## src/rtl/uart_ovs_pkg.sv

```systemverilog
// Shared constants, state encodings and helpers for the oversampling UART core.
// Optional parity support is selected with the UART_OVS_PARITY_EN macro.
package uart_ovs_pkg;

   localparam int unsigned Oversample = 16;
   localparam int unsigned MidTick    = 7;
   localparam int unsigned LastTick   = Oversample - 1;

   typedef enum logic [2:0] {
      TxIdle,
      TxStart,
      TxData,
`ifdef UART_OVS_PARITY_EN
      TxParity,
`endif
      TxStop
   } tx_state_e;

   typedef enum logic [2:0] {
      RxIdle,
      RxStart,
      RxData,
`ifdef UART_OVS_PARITY_EN
      RxParity,
`endif
      RxStop
   } rx_state_e;

   // Parity bit that makes the total count of ones even (odd = 0) or odd (odd = 1).
   function automatic logic par_bit(input logic [7:0] data, input logic odd);
      return (^data) ^ odd;
   endfunction

endpackage

```

## src/rtl/uart_ovs_tick.sv

```systemverilog
// Free-running oversample tick generator shared by the TX and RX paths.
// A tick is issued once the count reaches baud_div, so shrinking the divider never strands it.
module uart_ovs_tick
   import uart_ovs_pkg::*;
#(
   parameter int unsigned P_DIV_W = 16
) (
   input  logic               iUART_CLOCK,
   input  logic               inRESET,
   input  logic [P_DIV_W-1:0] baud_div,
   output logic               tick
);

   logic [P_DIV_W-1:0] cnt_q;

   assign tick = (cnt_q >= baud_div);

   // Count clocks; clear on every tick.
   always_ff @(posedge iUART_CLOCK or negedge inRESET) begin
      if (!inRESET) begin
         cnt_q <= '0;
      end else if (tick) begin
         cnt_q <= '0;
      end else begin
         cnt_q <= cnt_q + P_DIV_W'(1);
      end
   end

endmodule

```

## src/rtl/uart_ovs_core.sv

```systemverilog
// 16x oversampling UART: TX and RX with valid/ready handshakes, frame error and sticky overrun.
// Define UART_OVS_PARITY_EN to insert a parity bit in both directions.
module uart_ovs_core
   import uart_ovs_pkg::*;
#(
   parameter int unsigned P_DATA_W    = 8,
   parameter int unsigned P_DIV_W     = 16,
   parameter bit          P_MSB_FIRST = 1'b0
) (
   input  logic                iUART_CLOCK,
   input  logic                inRESET,
   input  logic [P_DIV_W-1:0]  iBAUD_DIV,
   input  logic                iTX_EN,
   input  logic                iTX_VALID,
   output logic                oTX_READY,
   input  logic [P_DATA_W-1:0] iTX_DATA,
   input  logic                iRX_EN,
   output logic                oRX_VALID,
   input  logic                iRX_READY,
   output logic [P_DATA_W-1:0] oRX_DATA,
   output logic                oRX_FRAME_ERR,
   output logic                oRX_OVERRUN,
   input  logic                iERR_CLR,
`ifdef UART_OVS_PARITY_EN
   input  logic                iPARITY_ODD,
   output logic                oRX_PARITY_ERR,
`endif
   output logic                oUART_TXD,
   input  logic                iUART_RXD
);

   localparam logic [2:0] LastBit = 3'(P_DATA_W - 1);

   logic tick;

   uart_ovs_tick #(.P_DIV_W(P_DIV_W)) u_tick (
      .iUART_CLOCK(iUART_CLOCK),
      .inRESET    (inRESET),
      .baud_div   (iBAUD_DIV),
      .tick       (tick)
   );

   // ---------------------------------------------------------------- TX
   tx_state_e           tx_state_q, tx_state_d;
   logic [3:0]          tx_cnt_q, tx_cnt_d;
   logic [2:0]          tx_bits_q, tx_bits_d;
   logic [P_DATA_W-1:0] tx_sh_q, tx_sh_d, tx_load;
   logic                txd_q, txd_d;
`ifdef UART_OVS_PARITY_EN
   logic                tx_par_q, tx_par_d;
`endif

   // Ready is masked by reset so it reads 0 while the core is held.
   assign oTX_READY = (tx_state_q == TxIdle) && iTX_EN && inRESET;
   assign oUART_TXD = txd_q;

   // Shift register always shifts out bit 0, so MSB-first data is loaded reversed.
   always_comb begin
      tx_load = '0;
      for (int i = 0; i < P_DATA_W; i++) begin
         tx_load[i] = P_MSB_FIRST ? iTX_DATA[P_DATA_W-1-i] : iTX_DATA[i];
      end
   end

   // TX next state: each non-idle state lasts 16 ticks; txd is registered from the next state.
   always_comb begin
      tx_state_d = tx_state_q;
      tx_cnt_d   = tx_cnt_q;
      tx_bits_d  = tx_bits_q;
      tx_sh_d    = tx_sh_q;
      txd_d      = txd_q;
`ifdef UART_OVS_PARITY_EN
      tx_par_d   = tx_par_q;
`endif
      case (tx_state_q)
         TxIdle: begin
            txd_d = 1'b1;
            if (oTX_READY && iTX_VALID) begin
               tx_state_d = TxStart;
               tx_cnt_d   = '0;
               tx_sh_d    = tx_load;
               txd_d      = 1'b0;
`ifdef UART_OVS_PARITY_EN
               tx_par_d   = par_bit(8'(iTX_DATA), iPARITY_ODD);
`endif
            end
         end
         default: begin
            if (tick) begin
               tx_cnt_d = tx_cnt_q + 4'd1;
               if (tx_cnt_q == 4'(LastTick)) begin
                  case (tx_state_q)
                     TxStart: begin
                        tx_state_d = TxData;
                        tx_bits_d  = '0;
                        txd_d      = tx_sh_q[0];
                     end
                     TxData: begin
                        if (tx_bits_q == LastBit) begin
`ifdef UART_OVS_PARITY_EN
                           tx_state_d = TxParity;
                           txd_d      = tx_par_q;
`else
                           tx_state_d = TxStop;
                           txd_d      = 1'b1;
`endif
                        end else begin
                           tx_bits_d = tx_bits_q + 3'd1;
                           tx_sh_d   = tx_sh_q >> 1;
                           txd_d     = tx_sh_q[1];
                        end
                     end
`ifdef UART_OVS_PARITY_EN
                     TxParity: begin
                        tx_state_d = TxStop;
                        txd_d      = 1'b1;
                     end
`endif
                     default: begin
                        tx_state_d = TxIdle;
                        txd_d      = 1'b1;
                     end
                  endcase
               end
            end
         end
      endcase
   end

   // TX state register.
   always_ff @(posedge iUART_CLOCK or negedge inRESET) begin
      if (!inRESET) begin
         tx_state_q <= TxIdle;
         tx_cnt_q   <= '0;
         tx_bits_q  <= '0;
         tx_sh_q    <= '0;
         txd_q      <= 1'b1;
`ifdef UART_OVS_PARITY_EN
         tx_par_q   <= 1'b0;
`endif
      end else begin
         tx_state_q <= tx_state_d;
         tx_cnt_q   <= tx_cnt_d;
         tx_bits_q  <= tx_bits_d;
         tx_sh_q    <= tx_sh_d;
         txd_q      <= txd_d;
`ifdef UART_OVS_PARITY_EN
         tx_par_q   <= tx_par_d;
`endif
      end
   end

   // ---------------------------------------------------------------- RX
   logic [1:0]          sync_q;
   logic                rxd_s;
   rx_state_e           rx_state_q, rx_state_d;
   logic [3:0]          rx_cnt_q, rx_cnt_d;
   logic [2:0]          rx_bits_q, rx_bits_d;
   logic [P_DATA_W-1:0] rx_sh_q, rx_sh_d, rx_shift;
   logic                deliver, stop_bad, pop, drop;
`ifdef UART_OVS_PARITY_EN
   logic                rx_perr_q, rx_perr_d, perr_q;
   assign oRX_PARITY_ERR = perr_q;
`endif

   assign rxd_s    = sync_q[1];
   assign rx_shift = P_MSB_FIRST ? {rx_sh_q[P_DATA_W-2:0], rxd_s}
                                 : {rxd_s, rx_sh_q[P_DATA_W-1:1]};
   assign pop      = oRX_VALID && iRX_READY;
   assign drop     = deliver && oRX_VALID && !iRX_READY;

   // Two-flop synchroniser on the asynchronous serial input; idles high.
   always_ff @(posedge iUART_CLOCK or negedge inRESET) begin
      if (!inRESET) begin
         sync_q <= 2'b11;
      end else begin
         sync_q <= {sync_q[0], iUART_RXD};
      end
   end

   // RX next state: sample at tick 7 of each window, advance at tick 15, deliver at stop sample.
   always_comb begin
      rx_state_d = rx_state_q;
      rx_cnt_d   = rx_cnt_q;
      rx_bits_d  = rx_bits_q;
      rx_sh_d    = rx_sh_q;
      deliver    = 1'b0;
      stop_bad   = 1'b0;
`ifdef UART_OVS_PARITY_EN
      rx_perr_d  = rx_perr_q;
`endif
      case (rx_state_q)
         RxIdle: begin
            if (iRX_EN && !rxd_s) begin
               rx_state_d = RxStart;
               rx_cnt_d   = '0;
            end
         end
         default: begin
            if (tick) begin
               rx_cnt_d = rx_cnt_q + 4'd1;
               if (rx_cnt_q == 4'(MidTick)) begin
                  case (rx_state_q)
                     RxStart: if (rxd_s) rx_state_d = RxIdle;
                     RxData:  rx_sh_d = rx_shift;
`ifdef UART_OVS_PARITY_EN
                     RxParity: rx_perr_d = rxd_s ^ par_bit(8'(rx_sh_q), iPARITY_ODD);
`endif
                     default: begin
                        deliver    = 1'b1;
                        stop_bad   = !rxd_s;
                        rx_state_d = RxIdle;
                     end
                  endcase
               end else if (rx_cnt_q == 4'(LastTick)) begin
                  case (rx_state_q)
                     RxStart: begin
                        rx_state_d = RxData;
                        rx_bits_d  = '0;
                     end
                     RxData: begin
                        if (rx_bits_q == LastBit) begin
`ifdef UART_OVS_PARITY_EN
                           rx_state_d = RxParity;
`else
                           rx_state_d = RxStop;
`endif
                        end else begin
                           rx_bits_d = rx_bits_q + 3'd1;
                        end
                     end
                     default: rx_state_d = RxStop;
                  endcase
               end
            end
         end
      endcase
   end

   // RX state register.
   always_ff @(posedge iUART_CLOCK or negedge inRESET) begin
      if (!inRESET) begin
         rx_state_q <= RxIdle;
         rx_cnt_q   <= '0;
         rx_bits_q  <= '0;
         rx_sh_q    <= '0;
`ifdef UART_OVS_PARITY_EN
         rx_perr_q  <= 1'b0;
`endif
      end else begin
         rx_state_q <= rx_state_d;
         rx_cnt_q   <= rx_cnt_d;
         rx_bits_q  <= rx_bits_d;
         rx_sh_q    <= rx_sh_d;
`ifdef UART_OVS_PARITY_EN
         rx_perr_q  <= rx_perr_d;
`endif
      end
   end

   // Output holding register: an unpopped frame is kept and a new one is dropped as overrun.
   always_ff @(posedge iUART_CLOCK or negedge inRESET) begin
      if (!inRESET) begin
         oRX_VALID     <= 1'b0;
         oRX_DATA      <= '0;
         oRX_FRAME_ERR <= 1'b0;
         oRX_OVERRUN   <= 1'b0;
`ifdef UART_OVS_PARITY_EN
         perr_q        <= 1'b0;
`endif
      end else begin
         if (deliver && !drop) begin
            oRX_VALID     <= 1'b1;
            oRX_DATA      <= rx_sh_q;
            oRX_FRAME_ERR <= stop_bad;
`ifdef UART_OVS_PARITY_EN
            perr_q        <= rx_perr_q;
`endif
         end else if (pop) begin
            oRX_VALID <= 1'b0;
         end
         if (drop) begin
            oRX_OVERRUN <= 1'b1;
         end else if (iERR_CLR) begin
            oRX_OVERRUN <= 1'b0;
         end
      end
   end

endmodule

```

## config.mk

```make
export PLATFORM = sky130hd
export DESIGN_NAME = uart_ovs_core
export DESIGN_NICKNAME = d
export VERILOG_FILES = /design/src/rtl/uart_ovs_pkg.sv /design/src/rtl/uart_ovs_tick.sv /design/src/rtl/uart_ovs_core.sv
export SDC_FILE = /design/constraint.sdc
export NUM_CORES = 1
export LEC_CHECK = 0
export CAP_MARGIN = 10
export CORE_MARGIN = 2
export CORE_UTILIZATION = 45
export CTS_BUF_LIST = sky130_fd_sc_hd__clkbuf_16
export DETAILED_ROUTE_END_ITERATION = 8
export PLACE_DENSITY = 0.63
export SETUP_SLACK_MARGIN = 0.5
export SLEW_MARGIN = 15
export SYNTH_ARGS = -nofsm -noshare
export SYNTH_HDL_FRONTEND = slang
export SYNTH_HIERARCHICAL = 1
export SYNTH_SLANG_ARGS = --single-unit
```

## constraint.sdc

```tcl
create_clock -name iUART_CLOCK -period 3.6 [get_ports iUART_CLOCK]
set_input_delay 0.72 -clock iUART_CLOCK [delete_from_list [all_inputs] [get_ports iUART_CLOCK]]
set_output_delay 0.72 -clock iUART_CLOCK [all_outputs]
set_load 0.01 [all_outputs]
```

After elaboration in Yosys (flattened, before gate mapping)

Cells that the tools add are included.

Register bits: 66
Bits of input ports: 32
Logic and storage cells: 124

Add/sub/neg operators: 5
$lt $le $gt $ge: 1
Equal/unequal tests: 18
Mux-type cells: 50
Bitwise logic cells: 3
Reduce and logical (&&, ||, !) cells: 32

Operators with widths:

| kind                                           | number |
|---|---|
| two-way mux 8 bit                              | 6 |
| two-way mux 3 bit                              | 14 |
| one-hot mux 3 bit (2 select lines)             | 5 |
| two-way mux 4 bit                              | 6 |
| two-way mux 1 bit                              | 17 |
| adder 16 x 1 -> 16 bit (second input constant) | 1 |
| >= comparator 16 bit                           | 1 |
| two-way mux 16 bit                             | 1 |
| nonzero test 2 bit                             | 8 |
| AND reduction 6 bit                            | 2 |
| AND reduction 5 bit                            | 2 |
| adder 4 x 1 -> 4 bit (second input constant)   | 2 |
| == test 4 bit (second input constant)          | 2 |
| logical AND 1 bit                              | 8 |
| != test 2 bit (second input constant)          | 4 |
| AND reduction 4 bit                            | 2 |
| adder 3 x 1 -> 3 bit (second input constant)   | 2 |
| == test 3 x 1 -> 1 bit (second input constant) | 2 |
| == test 3 x 2 -> 1 bit (second input constant) | 2 |
| == test 3 bit (second input constant)          | 2 |
| zero test 3 bit                                | 2 |
| != test 3 x 2 -> 1 bit (second input constant) | 2 |
| AND reduction 2 bit                            | 3 |
| == test 4 x 3 -> 1 bit (second input constant) | 1 |
| other kinds (8)                                | 12 |

Longest topological paths before layout

Gate-level depths: netlist (run 1).

Word-level depth: 11
Gate-level depth with buffers: 11
Depth with buffers taken out: 10

Hierarchy

Netlist (run 1), hierarchy kept.

By module, submodules not included:

| module        | times used | cells an instance | area an instance (µm²) | seq. area each (µm²) |
|---|---|---|---|---|
| uart_ovs_core | 1          | 187               | 2343.5                 | 1204.9 |
| uart_ovs_tick | 1          | 130               | 1263.7                 | 400.4 |

Least setup slack after synthesis (run 1)

OpenSTA, ideal clock, no wires.

Kind: input-to-reg
Start: in iBAUD_DIV[15]
End: reg oRX_DATA[0]
Arrival time: 3.300 ns
Data required time: 3.475 ns
Path slack: 0.175 ns
Stages on the path: 11
Buffers on the path: 1
Cells stage by stage: inv_1 > ha_1 > nand4_1 > or3_4 > o32ai_4 > or2_1 > nand2b_1 > or4_4 > nor2b_4 > buf_12 > mux2_4

Word-level cells in the longest chain between the ends: 7

Ends and longest elaborated chain:

| item                           | RTL line             | text |
|---|---|---|
| from (decl)                    | uart_ovs_core.sv:12  | `input logic [P_DIV_W-1:0] iBAUD_DIV,` |
| >= comparator 16 bit (*)       | uart_ovs_tick.sv:16  | `assign tick = (cnt_q >= baud_div);` |
| via tick                       | uart_ovs_core.sv:34  | `logic tick;` |
| two-way mux 1 bit (*)          | uart_ovs_core.sv:200 | `if (tick) begin` |
| two-way mux 1 bit (*)          | uart_ovs_core.sv:192 | `case (rx_state_q)` |
| logical AND 1 bit (2 in a row) | uart_ovs_core.sv:170 | `assign drop = deliver && oRX_VALID && !iRX_READY;` |
| zero test 1 bit                | uart_ovs_core.sv:272 | `if (deliver && !drop) begin` |
| logical AND 1 bit (*)          | uart_ovs_core.sv:272 |  |
| to (signal assigned)           | uart_ovs_core.sv:274 | `oRX_DATA <= rx_sh_q;` |
| to (decl)                      | uart_ovs_core.sv:20  | `output logic [P_DATA_W-1:0] oRX_DATA,` |

The timed path passes the listed nets; every way through them passes the cells marked *.
A chain may end at the register's enable or synchronous reset.

Final worst setup path (run 1)

Start: in iBAUD_DIV[15]
End: reg oRX_DATA[1]

Same word-level chain as after synthesis.

==> results of run 1 <==
worst reg2reg max path, stage by stage (launching register included):
cell	delay [ns]
dfrtp_1	0.44
ha_4	0.30
nand4_1	0.18
or3_4	0.39
o32ai_4	0.26
or2_4	0.18
nand2b_4	0.05
or4_4	0.44
nor2b_4	0.19
clkbuf_16	0.17
mux2_4	0.28
per-stage QoR:
| step | power [mW] | hold slack (ns) | cells | worst slack (ns) | utilization |
|---|---|---|---|---|---|
| 2_1_floorplan | 1.21 | 0.345 | 317 | 0.392 | - |
| 3_3_place_gp | 1.35 | 0.348 | 474 | -0.147 | 0.571 |
| 3_5_place_dp | 1.37 | 0.348 | 474 | -0.193 | 0.571 |
| 4_1_cts | 2.20 | 0.358 | 495 | 0.448 | 0.624 |
| 5_1_grt | 2.31 | 0.362 | 500 | 0.493 | 0.635 |
| 6_report | 2.18 | 0.358 | 500 | 0.586 | 0.635 |
layer usage:
layer | track usage | vias to the layer above | part of all wire
li1 | - | 1295 | -
met1 | 0.231 | 1276 | 0.45
met2 | 0.312 | 42 | 0.50
met3 | 0.0467 | 9 | 0.034
met4 | 0.0688 | 0 | 0.013
met5 | 0 | - | 0
repair_timing:
item / 4_1_cts / 5_1_grt
cloned: 1 / 0
endpoints found under the setup margin: 34 / 24
buffers inserted: 4 / 5
resized for setup: 66 / 14
pin swaps: 14 / 12
worst max-delay path by stage:
stage                  startpoint     endpoint  slack (ns)  cells past startpoint
floorplan            iBAUD_DIV[6]  oRX_DATA[0]        0.39                     11
global placement     iBAUD_DIV[6]  oRX_DATA[2]       -0.15                     12
detailed placement   iBAUD_DIV[6]  oRX_DATA[5]       -0.19                     12
CTS                 iBAUD_DIV[15]  oRX_DATA[5]        0.45                     12
global route        iBAUD_DIV[13]  oRX_DATA[4]        0.49                     12
finish              iBAUD_DIV[15]  oRX_DATA[1]        0.59                     12
power by group:
| group | switching (mW) | total [mW] | internal [mW] |
|---|---|---|---|
| registers | 0.106 | 0.921 | 0.816 |
| clock network | 0.327 | 0.790 | 0.463 |
| logic | 0.203 | 0.473 | 0.270 |
cell families after synthesis:
family / count (synthesis)
DFF: 64
buffers and inverters: 36
adders and majority gates: 29
and+or+nand+nor: 94
AOI/OAI and AO/OA: 45
muxes: 35
xor gates and xnor gates: 14
layout make-up:
cell class / count / area [um2]
clock buffers: 9 / 225
well taps: 102 / 128
flip-flops and latches: 64 / 1610
multi-input cells: 217 / 2080
clock inverters: 7 / 48.8
inverters: 31 / 144
fillers: 635 / 2820
repair buffers: 70 / 674
placed cells by master, fill, tap and decap left out, types with 3 or more instances in the layout:
master | Yosys | routed
nor3_2 | 10 | 10
mux2_2 | 25 | 25
xor2_1 | 6 | 6
nand3_1 | 8 | 8
buf_4 | 0 | 23
mux2_4 | 8 | 8
nor4_1 | 3 | 3
buf_6 | 1 | 9
nor2b_1 | 4 | 3
xnor2_1 | 8 | 8
inv_1 | 31 | 18
clkdlybuf4s50_1 | 0 | 29
a21oi_1 | 8 | 8
nor3_1 | 8 | 8
dfrtp_2 | 0 | 4
inv_2 | 0 | 6
clkinvlp_4 | 0 | 3
nand2_1 | 17 | 17
inv_4 | 0 | 6
o21ai_0 | 10 | 10
nand4_1 | 9 | 9
clkbuf_16 | 0 | 10
dfrtp_1 | 61 | 57
and4_1 | 3 | 3
buf_2 | 2 | 4
ha_1 | 29 | 15
nor2_1 | 9 | 8
nand2b_1 | 6 | 4
dfstp_2 | 3 | 3
a22o_1 | 5 | 5
ha_4 | 0 | 14
registers in the layout, indices dropped and copies added, names as in the netlist:
name,count
oRX_OVERRUN,1
rx_bits_q,3
rx_state_q,2
oRX_VALID,1
tx_cnt_q,4
oRX_DATA,8
rx_sh_q,8
oUART_TXD,1
u_tick/cnt_q,16
sync_q,2
rx_cnt_q,4
tx_state_q,2
tx_sh_q,8
oRX_FRAME_ERR,1
tx_bits_q,3
==> metrics.txt, run 1 <==
antenna cells=0; count leader, synth=dfrtp_1; WHS Endpoint=sync_q[1]; worst-margin pin slew=0.819 ns; pwr dens=~450 nW/um2; unrepaired setup endpoints after global routing=true; syn_nets=around 380; status=finished, final reports clean; Cell Rows=32; Hold Crit Depth=0; post-synthesis simple-gate area fraction=0.165; die height=93.5 um; final estimated routing congestion in global placement=between 0.7 and 0.8; root buf cell=clkbuf_16; Seq/Total Area, Yosys=0.445; Hold Crit Class=register to register; maximum clock path buffer count=2; final setup TNS=0 ns; MaxCap Viol Count=0; Num Clock Sinks=64; Slew HR=0.454; CP cell instances=buf_6, inv_4, ha_4, nand4_1, or3_4, o32ai_4, or2_4, nand2b_4, or4_4, nor2b_4, clkbuf_16, mux2_4; Pre-Repair DR Iteration Count=6; Final Critical Period=roughly 3 ns; Buffers on Ports=44; crit end category=register; synth unique cells=57; Compound-Gate Fraction of Synth Area=0.0940; largest family of logic cells by synthesized area=simple AND/OR/NAND/NOR gates; routed wire length=approximately 7300 um; Post-synth EDFFs=0; Top delay family on crit path=simple AND/OR/NAND/NOR gates; Max stage delay on crit path=between 0.4 and 0.5 ns; asr flop ratio synth=1.00; initial antenna violation count=0; clock-pin slew on the worst setup and hold paths=roughly 0.05 ns; hold path start=sync_q[0]; Post-Syn Area=about 3600 um2; Syn Area/Cell=between 10 and 15 um2; vias=between 2000 and 3000; gr usage total=0.186; Buf/Inv on CP=3; Iteration-0 DRC Markers=between 60 and 70; # setup viols final=0; number of global-route vias before repair=2631; Yosys top cell area share=0.423; FMAX=between 300 and 400 MHz; Initial Utilization=0.467; R2R setup slack=about 0.6 ns; total grt overflow=0; Seq cells post-synth=between 60 and 70; placed inst area=4420 um2; Via density=between 5 and 6; FF-to-FF End=oRX_DATA[1]; CTS tree=built; post-synthesis adder-cell area fraction=0.101; clk_skew=0.00582 ns; Yosys Warn Count=6; Core Area=roughly 7700 um2; Avg WL per Cell=14.7 um; Reg2Reg Depth=10; DR DRC count=0; CTS H-tree depth=3; worst ir drop on vdd=between 0.2 and 0.25 mV; remaining antenna violation count after routing=0; startpoint types=input pin; Slew Limit Fails=0; top cells by area, synth=dfrtp_1 (42%), ha_1 (10%), mux2_2 (7.8%); crit-path max FO=4; share of cells above drive strength 1=0.382; worst skew pair latency=roughly 0.33 ns; mux contribution to synthesized area=0.117; Leak=2.21 nW; Layout area overhead=36.1%; top_reg_cell synth=dfrtp_1; largest net degree at the start of global routing=65; cell count after synthesis=317; xor/xnor cell area share of the yosys netlist=0.0340; area leader, netlist=dfrtp_1; Tcrit/Tclk final=0.837; Final Cell Area=between 4000 and 5000 um2; Worst EP arrival=between 3 and 4 ns; CTS Hold Buffers Added=0; CP Data Required Time=~3.8 ns; IO Pins=45; Die X=93.5 um; list of most frequent post-synthesis cells=dfrtp_1 (61), inv_1 (31), ha_1 (29); first-pass GRT wire length=12600 um; final hold violations=0; DPL Wire Length=between 5000 and 6000 um; Die Area=approximately 8700 um2; Nets=between 400 and 500; Setup Crit Path Kind=input pin to register; reg2reg start=u_tick/cnt_q[14]; slowest stage cell on the critical path=or4_4; total CTS buffers=9
Power figures use the tool's default switching activity.
==> run 2: changes to the inputs <==
==> constraint.sdc (replaced) <==
create_clock -name iUART_CLOCK -period 2.8 [get_ports iUART_CLOCK]
set_input_delay 0.56 -clock iUART_CLOCK [delete_from_list [all_inputs] [get_ports iUART_CLOCK]]
set_output_delay 0.56 -clock iUART_CLOCK [all_outputs]
set_load 0.01 [all_outputs]
==> run 2 against run 1 <==
Largest cell class unchanged. Die area unchanged. Flip-flop and latch count is the same. The flow now finishes with violations (negative setup slack). Utilization increased by 6.4 points. Highest routed layer unchanged. First-iteration DRC count rose by 91%.
==> metrics.txt, run 2 (same netlist as run 1, synthesis figures left out) <==
status=finished, violations left; failing checks=negative setup slack; worst ir drop on vdd=0.325 mV (+48%); Nets=485 (+6.8%); Reg with most FFs=u_tick/cnt_q; IO Pins=45 (unchanged); Initial Utilization=0.467 (unchanged); root buf cell=clkbuf_16; fin util=0.699 (+0.0636); commonest cells after routing, fill and taps aside=dfrtp_1 (60), buf_4 (34), clkdlybuf4s50_1 (26); die height=93.5 um (unchanged); Tcrit/Tclk final=1.07; Top delay family on crit path=simple AND/OR/NAND/NOR gates; total power=3.08 mW (+41%); unrepaired setup endpoints after global routing=true; post-placement cell count=493 (+4.0%); worst-margin pin slew=0.760 ns (-0.0595 ns); CTS Hold Buffers Added=0 (unchanged); Avg WL per Cell=16.1 um (+9.6%); Final Non-Filler Cells=531 (+6.2%); FMAX=roughly 330 MHz; share of cells above drive strength 1=0.471 (+0.0890); Slew Limit Fails=0 (unchanged); first-pass GRT wire length=13800 um (+9.7%); DR DRC count=0 (unchanged); CTS H-tree depth=3 (unchanged); routed wire length=8540 um (+16%); # setup viols final=33 (+33); Num Clock Sinks=64 (unchanged); total CTS buffers=9 (unchanged); gr usage total=0.204 (+0.0184); crit end category=register; Hold Crit Class=input pin to async pin; Setup Crit Path Kind=input pin to register; Leak=2.47 nW (+12%); Iteration-0 DRC Markers=122 (+91%); startpoint types=input pin; Via density=5.17 (-1.5%); Cell Rows=32 (unchanged); max reg flops=16 (unchanged); Pre-Repair DR Iteration Count=4 (-2); remaining antenna violation count after routing=0 (unchanged); total grt overflow=0 (unchanged); initial antenna violation count=0 (unchanged); number of global-route vias before repair=2845 (+8.1%); most used routing layer=met2; met2 Use GR=0.314 (+0.00180); clk_skew=0.00896 ns (+0.00314 ns); pwr dens=570 nW/um2 (+28%); vias=2743 (+4.6%); met3 Resource Use GR=0.0467 (unchanged); Die Area=8750 um2 (unchanged); Buf/Inv on CP=4 (+1); grt met1 use=0.287 (+0.0554); maximum clock path buffer count=2 (unchanged); antenna cells=0 (unchanged); DPL Wire Length=5350 um (+6.0%); Filler cells=540 (-15%); Slew HR=0.493 (+0.0397); CP Data Required Time=3.02 ns (-0.79 ns); slowest stage cell on the critical path=or4_4; final hold violations=0 (unchanged); worst skew pair latency=0.33 ns (about the same); Core Area=7730 um2 (unchanged); MaxCap Viol Count=0 (unchanged); final estimated routing congestion in global placement=0.776 (+3.9%); crit-path max FO=5 (+1); largest net degree at the start of global routing=60 (-7.7%); commonest non-fill, non-tap cell in the layout=dfrtp_1; fin worst setup slack=-0.193 ns (-0.780 ns); Final Critical Period=about 3.0 ns; clock-pin slew on the worst setup and hold paths=0.06 ns (about the same); Worst EP arrival=3.21 ns (-0.02 ns); Die X=93.5 um (unchanged); Max stage delay on crit path=0.45 ns (about the same); CP cell instances=clkdlybuf4s15_1, inv_2, ha_4, nand4_1, or3_4, o32ai_4, or2_4, nand2b_4, or4_4, nor2b_4, buf_6, buf_12, mux2_4; Buffers on Ports=44 (unchanged); CTS tree=built; Layout area overhead=49.7%
run 2: changes by cell type in the layout (fill, tap and decap cells not counted), sizes merged:
cell	change
clkbuf	+1
clkdlybuf4s50	-3
inv	+1
dlymetal6s2s	+1
buf	+25
clkinv	-2
bufinv	+1
clkdlybuf4s15	+3
dlygate4sd2	+4
run 2: repair_timing:
action / CTS / global route
pin swaps: 20 / 23
setup endpoints to repair: 62 / 47
buffers inserted: 15 / 6
resized for setup: 80 / 44
gates cloned: 1 / 0
run 2: worst reg2reg max path: cells and delay by family, from the launching register on:
| kind | cells | cell delay (ns) |
|---|---|---|
| AOI/OAI and AO/OA | 1 | 0.22 |
| muxes | 1 | 0.29 |
| and+or+nand+nor | 6 | 1.42 |
| DFF | 1 | 0.41 |
| adders and majority gates | 1 | 0.29 |
| buffers and inverters | 2 | 0.23 |
run 2: where the power goes:
part           switching, mW  total [mW]  internal [mW]
Combinational          0.353       0.799          0.445
Sequential             0.110        1.16           1.05
Clock                  0.435        1.12          0.688
run 2: area by class of cell:
| type | count | area [um2] | share of cell area |
|---|---|---|---|
| Clock buffer | 9 | 225 | 0.0417 |
| Clock inverter | 7 | 71.3 | 0.0132 |
| Inverter | 31 | 139 | 0.0257 |
| Multi-Input combinational cell | 217 | 2270 | 0.421 |
| Sequential cell | 64 | 1610 | 0.297 |
| Tap cell | 102 | 128 | 0.0236 |
| Timing Repair Buffer | 101 | 960 | 0.178 |
run 2: metrics by stage:
step / setup WS [ns] / hold WS, ns / TNS, ns / area, um2
3_5_place_dp: -0.786 / 0.348 / -27.81 / 4620
2_1_floorplan: -0.247 / 0.264 / -2.59 / 3810
4_1_cts: -0.286 / 0.0518 / -6.16 / 5220
5_1_grt: -0.283 / 0.0610 / -7.46 / 5400
6_report: -0.193 / 0.0596 / -3.54 / 5400
3_3_place_gp: -0.762 / 0.346 / -26.61 / 4620
run 2: final timing paths:
kind                                  startpoint  cells past startpoint               end  slack (ns)
worst max-delay path               iBAUD_DIV[15]                     13       oRX_DATA[3]       -0.19
worst min-delay path                     inRESET                      1        tx_sh_q[7]        0.06
worst max register to register  u_tick/cnt_q[14]                     11       oRX_DATA[3]       -0.18
worst min register to register         sync_q[0]                      0         sync_q[1]        0.35
max in group asynchronous                inRESET                      2  u_tick/cnt_q[12]        1.70
min in group iUART_CLOCK               sync_q[0]                      0         sync_q[1]        0.35
run 2: routing by layer:
metal,share of wire,vias to the layer above
met5,0,-
met4,0.015,0
met3,0.033,11
met2,0.47,49
met1,0.48,1332
li1,-,1351
